--- src/rtl/wbuart_tx_sequencer.sv ---
// wbuart_tx_sequencer: Wishbone master that programs the wbuart setup
// register once after reset, then for each streamed byte polls the UART FIFO
// status until the TX FIFO has room and writes the byte to the TX data
// register. A bus cycle that goes unanswered for TIMEOUT cycles latches a
// terminal error that only i_reset clears.
//
// Stream handshake: a byte moves when s_valid and s_ready are both high at a
// rising edge. s_ready is registered and high only in READY, and
// s_valid/s_data are ignored while s_ready is low.
module wbuart_tx_sequencer #(
  parameter logic [31:0] SETUP_VAL   = 32'h0000_0364,
  parameter logic [1:0]  ADDR_SETUP  = 2'b00,
  parameter logic [1:0]  ADDR_FIFO   = 2'b01,
  parameter logic [1:0]  ADDR_TXDATA = 2'b11,
  parameter int          TXFULL_BIT  = 16,
  parameter int          TIMEOUT     = 255
) (
  input  logic        i_clk,
  input  logic        i_reset,
  input  logic        s_valid,
  input  logic [7:0]  s_data,
  output logic        s_ready,
  output logic        o_wb_cyc,
  output logic        o_wb_stb,
  output logic        o_wb_we,
  output logic [1:0]  o_wb_addr,
  output logic [31:0] o_wb_data,
  output logic [3:0]  o_wb_sel,
  input  logic        i_wb_stall,
  input  logic        i_wb_ack,
  input  logic [31:0] i_wb_data,
  output logic        o_busy,
  output logic        o_err,
  output logic [15:0] o_sent_cnt
);

  typedef enum logic [2:0] {
    ST_CFG, ST_GAP, ST_READY, ST_POLL, ST_WRITE, ST_ERR
  } state_t;

  // Last value the cycle counter may hold before an unanswered cycle is abandoned.
  localparam logic [9:0] TMO_LAST = 10'(TIMEOUT - 1);

  state_t      state_q;
  state_t      after_gap_q;   // where GAP leads once its idle cycle is over
  logic [7:0]  byte_q;
  logic [9:0]  tmo_q;
  logic        cyc_q;
  logic        stb_q;
  logic        we_q;
  logic [1:0]  addr_q;
  logic [31:0] data_q;
  logic        s_ready_q;
  logic        busy_q;
  logic        err_q;
  logic [15:0] sent_q;

  // Only the TX-full bit of the status word matters here.
  logic unused_rdata;
  assign unused_rdata = ^i_wb_data;

  // Sequencer FSM: bus transaction tracking, timeout and state walk in one register block.
  always_ff @(posedge i_clk) begin
    if (i_reset) begin
      state_q     <= ST_CFG;
      after_gap_q <= ST_READY;
      byte_q      <= '0;
      tmo_q       <= '0;
      cyc_q       <= 1'b0;
      stb_q       <= 1'b0;
      we_q        <= 1'b0;
      addr_q      <= '0;
      data_q      <= '0;
      s_ready_q   <= 1'b0;
      busy_q      <= 1'b1;
      err_q       <= 1'b0;
      sent_q      <= '0;
    end else if (cyc_q) begin
      // A transaction is in flight: retire stb once accepted, cyc once acked.
      tmo_q <= tmo_q + 10'd1;
      if (!i_wb_stall) begin
        stb_q <= 1'b0;
      end
      if (i_wb_ack) begin
        cyc_q   <= 1'b0;
        stb_q   <= 1'b0;
        state_q <= ST_GAP;
        case (state_q)
          ST_POLL:  after_gap_q <= i_wb_data[TXFULL_BIT] ? ST_POLL : ST_WRITE;
          ST_WRITE: begin
            after_gap_q <= ST_READY;
            sent_q      <= sent_q + 16'd1;
          end
          default:  after_gap_q <= ST_READY;
        endcase
      end else if (tmo_q == TMO_LAST) begin
        cyc_q   <= 1'b0;
        stb_q   <= 1'b0;
        err_q   <= 1'b1;
        state_q <= ST_ERR;
      end
    end else begin
      case (state_q)
        ST_CFG: begin
          cyc_q  <= 1'b1;
          stb_q  <= 1'b1;
          we_q   <= 1'b1;
          addr_q <= ADDR_SETUP;
          data_q <= SETUP_VAL;
          tmo_q  <= '0;
        end
        ST_GAP: begin
          state_q <= after_gap_q;
          case (after_gap_q)
            ST_POLL: begin
              cyc_q  <= 1'b1;
              stb_q  <= 1'b1;
              we_q   <= 1'b0;
              addr_q <= ADDR_FIFO;
              data_q <= '0;
              tmo_q  <= '0;
            end
            ST_WRITE: begin
              cyc_q  <= 1'b1;
              stb_q  <= 1'b1;
              we_q   <= 1'b1;
              addr_q <= ADDR_TXDATA;
              data_q <= {24'h0, byte_q};
              tmo_q  <= '0;
            end
            default: begin
              s_ready_q <= 1'b1;
              busy_q    <= 1'b0;
            end
          endcase
        end
        ST_READY: begin
          if (s_valid && s_ready_q) begin
            byte_q    <= s_data;
            s_ready_q <= 1'b0;
            busy_q    <= 1'b1;
            state_q   <= ST_POLL;
            cyc_q     <= 1'b1;
            stb_q     <= 1'b1;
            we_q      <= 1'b0;
            addr_q    <= ADDR_FIFO;
            data_q    <= '0;
            tmo_q     <= '0;
          end
        end
        // ERR holds until reset; POLL and WRITE always have cyc high here.
        default: ;
      endcase
    end
  end

  assign s_ready    = s_ready_q;
  assign o_wb_cyc   = cyc_q;
  assign o_wb_stb   = stb_q;
  assign o_wb_we    = we_q;
  assign o_wb_addr  = addr_q;
  assign o_wb_data  = data_q;
  assign o_wb_sel   = 4'b1111;
  assign o_busy     = busy_q;
  assign o_err      = err_q;
  assign o_sent_cnt = sent_q;

endmodule

--- config.mk ---
export PLATFORM = sky130hd
export DESIGN_NAME = wbuart_tx_sequencer
export DESIGN_NICKNAME = d
export VERILOG_FILES = /design/src/rtl/wbuart_tx_sequencer.sv
export SDC_FILE = /design/constraint.sdc
export NUM_CORES = 1
export LEC_CHECK = 0
export CAP_MARGIN = 20
export CORE_ASPECT_RATIO = 1.1
export CORE_MARGIN = 5
export CORE_UTILIZATION = 35
export CTS_CLUSTER_DIAMETER = 120
export DETAILED_ROUTE_END_ITERATION = 8
export PLACE_DENSITY = 0.75
export SYNTH_ARGS = -nofsm -noshare
export SYNTH_HDL_FRONTEND = slang
export SYNTH_SLANG_ARGS = --single-unit
--- constraint.sdc ---
create_clock -name i_clk -period 2.45 [get_ports i_clk]
set_input_delay 0.735 -clock i_clk [delete_from_list [all_inputs] [get_ports i_clk]]
set_output_delay 0.735 -clock i_clk [all_outputs]
set_load 0.02 [all_outputs]
==> results.py <==
metrics = {
    "status": {
        "status": "finished clean",
    },
    "cts": {
        "cts.sinks": 57,
        "cts_tree": "built",
        "postCtsSetupBuffers": 0,
        "cts_max_path_buffers": 2,
        "cts_root_buf": "clkbuf_8",
        "insertion_delay_ns": 0.33,
        "hold_buffers": 0,
        "h-tree-depth": 3,
        "cts-buffers-inserted": 9,
        "cts-resized-gates": 0,
        "clkTransAtPathRegs_ns": 0.06,
    },
    "finish": {
        "nFillCells": 802,
        "antennaDiodeCount": 0,
        "final_common_cell": "dfxtp_1",
        "drive_gt1_share_pct": 9.56,
        "nNetsFinal": 431,
        "utilization_pct": 44.2,
        "area_delta_synth_final_pct": 22.4,
        "multi_input_area_um2": 1500,
        "final_cell_mix": "57 x dfxtp_1, 47 x clkdlybuf4s50_1, 30 x a21oi_1",
        "fin_cells": 495,
        "regArea_um2": 1140,
    },
    "critical_path": {
        "reg2reg_depth": 4,
        "endpoint_kind": "output port",
        "critPathBufInv": 1,
        "start_kind": "flop",
        "crit_path_max_fanout": 7,
        "criticalPathCategory": "flop to output port",
        "worst_ep_required_time_ns": 1.71,
        "cp_slowest_cell": "clkdlybuf4s50_1",
        "r2r-end": "tmo_q[9]$_SDFFE_PP0P_",
        "path_depth": 1,
        "crit_path_cell_trace": "clkdlybuf4s50_1",
        "crit_end": "o_sent_cnt[3]",
        "critPathMaxStageDelay_ns": 0.66,
        "critical_path_arrival_ns": 1.43,
        "timing.rr.start": "after_gap_q[2]$_SDFFE_PP0P_",
        "cp-startpoint": "o_sent_cnt[3]$_SDFFE_PP0P_",
        "crit_family": "buffers and inverters",
        "r2r_setup_slack_ns": 0.58,
    },
    "power_and_ir_drop": {
        "p_seq_share_pct": 38.6,
        "p_sw_share_pct": 37.9,
        "powerDensity_nw_per_um2": 849,
        "internal_power_mw": 1.86,
        "clock_power_share_pct": 24.5,
        "power_switching_mw": 1.14,
        "p_comb_share_pct": 36.9,
        "p_total_mw": 3.00,
        "p_leak_nw": 1.21,
        "ir_worst_vdd_mv": 0.326,
    },
    "route": {
        "via_per_inst": 5.18,
        "finalWirelength_um": 6960,
        "wl_per_cell_um": 14.1,
        "remaining_drc_errors": 0,
        "drtPass1Iterations": 4,
        "vias": 2563,
        "drt-initial-drc-count": 103,
        "ant_nets": 0,
    },
    "flow_run": {
        "maxCapViolCount": 0,
    },
    "timing": {
        "maxSlewViolCount": 0,
        "rsz0062_at_grt": "false",
        "fin_setup_tns_ns": 0,
        "whs_ns": 0.447,
        "fin_crit_sh_pct": 88.3,
        "worst_slew_pin_slew_ns": 0.780,
        "fmax_ghz": 0.462,
        "hold_viol_final": 0,
        "final.setup_skew_ns": 0.00641,
        "max_slew_margin_pct": 47.8,
        "setup_viol": 0,
        "min_period_ns": 2.16,
    },
    "logic_synthesis": {
        "avgSynthCellArea_um2": 8.59,
        "synthSimpleGateAreaFrac_pct": 23.7,
        "yosysWarningCount": 0,
        "synth_mux_area_share_pct": 1.73,
        "synthDistinctLibCells": 56,
        "synth_top_family_by_area": "simple AND/OR/NAND/NOR gates",
        "synth-compound-area-share_pct": 19.0,
        "async_flop_share_pct": 0,
        "synth-edff-count": 0,
        "synth-adder-area-share_pct": 1.30,
        "ys_seq_elements": 57,
        "synth_ff_type": "dfxtp_1",
        "syn-instance-count": 336,
        "synth_xor_area_share_pct": 3.03,
        "ys_seq_area_share_pct": 39.5,
        "syn_area_um2": 2890,
    },
    "global_route": {
        "grt_pass1_vias": 2524,
        "gr-total-overflow": 0,
        "grtUsageTotal_pct": 13.8,
        "antenna_found_initial": 0,
        "grt_max_degree": 21,
        "grt_pass1_wl_um": 11800,
    },
    "floorplanning": {
        "initial_utilization_pct": 36.1,
        "core-area_um2": 8000,
        "fp.dieH_um": 105,
        "fp-row-count": 34,
        "pin_count": 105,
        "dieArea_um2": 10200,
        "die_width_um": 96.6,
    },
    "placed_design": {
        "dp.cells": 480,
        "gp_congestion": 0.824,
        "dp_hpwl_um": 5110,
        "io_buffers": 47,
    },
    "hold_path": {
        "hp-class": "flop to flop",
        "hold_path_startpoint": "byte_q[0]$_SDFFE_PP0P_",
    },
}
state kept, by name, summed over array words and instances, names as in the netlist:
signal       count
tmo_q           10
o_err            1
state_q          3
o_wb_we          1
o_wb_data        9
o_sent_cnt      16
byte_q           8
o_wb_stb         1
after_gap_q      3
o_wb_cyc         1
o_wb_addr        2
o_busy           1
s_ready          1
metrics by stage:
stage	setup WS [ns]	instance area (µm²)
floorplan	0.493	2980
global placement	0.117	3380
detailed placement	0.0825	3380
CTS	0.251	3530
global route	0.216	3530
finish	0.287	3530
layout make-up:
type | count | share of cell area [%]
timing repair buffer | 60 | 16.1
inverter | 8 | 0.850
multi-input combinational | 247 | 42.5
tap | 108 | 3.82
clock buffer | 15 | 4.42
sequential | 57 | 32.3
synth_stat cells (2+ instances only):
library cell	instances	share of area (%)
dfxtp_1	57	40
a21oi_1	30	5.2
buf_4	27	7.0
nor2_1	24	3.1
nand2_1	20	2.6
nand3_1	14	2.4
clkbuf_1	13	1.7
o21ai_0	12	2.1
nand4_1	11	2.4
nor3_1	10	1.7
inv_1	8	1.0
o211ai_1	8	2.1
xor2_1	6	1.8
a211oi_1	5	1.3
mux2i_1	5	1.7
o21ai_1	5	0.87
a31o_2	4	1.2
and3_1	4	0.87
and4_1	4	1.2
buf_2	4	0.69
or3_1	4	0.87
xnor2_1	4	1.2
a311oi_1	3	0.91
ha_1	3	1.3
nand2b_1	3	0.65
nand3b_1	3	0.78
nor2b_1	3	0.65
nor4_1	3	0.65
nor4_2	3	1.3
a221oi_1	2	0.61
a32o_1	2	0.69
and4bb_2	2	0.87
buf_6	2	0.78
conb_1	2	0.26
nand4b_1	2	0.61
o21a_1	2	0.52
o31ai_1	2	0.52
or4_1	2	0.52
cells by family (layout without fill, tap and decap cells):
kind of cell / after synthesis / count (layout)
AND/OR/NAND/NOR: 120 / 120
multiplexers: 5 / 5
AO/OA/AOI/OAI: 83 / 83
XOR/XNOR: 10 / 10
other: 2 / 26
buffers and inverters: 56 / 83
flip-flops: 57 / 57
adder cells (fa/ha/maj): 3 / 3
worst min-delay path by stage:
stage / end / slack (ns) / cells after the start
CTS: o_wb_data[0]$_SDFFE_PP0P_ / 0.45 / 2
finish: o_wb_data[0]$_SDFFE_PP0P_ / 0.45 / 2
floorplan: o_wb_data[0]$_SDFFE_PP0P_ / 0.43 / 2
detailed placement: o_wb_data[0]$_SDFFE_PP0P_ / 0.44 / 2
global route: o_wb_data[1]$_SDFFE_PP0P_ / 0.47 / 2
global placement: o_wb_data[0]$_SDFFE_PP0P_ / 0.44 / 2
metal layers:
metal	share of wire, %	global-route usage (%)	wire length (µm)	vias up
met3	5.5	3.96	382	9
met1	44	17.4	3080	1219
met4	1.4	4.91	94	0
met2	49	22.4	3400	72
li1	-	-	-	1263
met5	0	0	0	-
power groups by stage:
stage | registers (mW) | logic, mW | clock network, mW
finish | 1.16 | 1.11 | 0.734
global route | 1.18 | 1.22 | 0.794
CTS | 1.16 | 1.11 | 0.749
detailed placement | 1.18 | 1.11 | 0
global placement | 1.17 | 1.08 | 0
floorplan | 1.20 | 0.733 | 0
No activity file was read; power rests on OpenSTA's default activity.
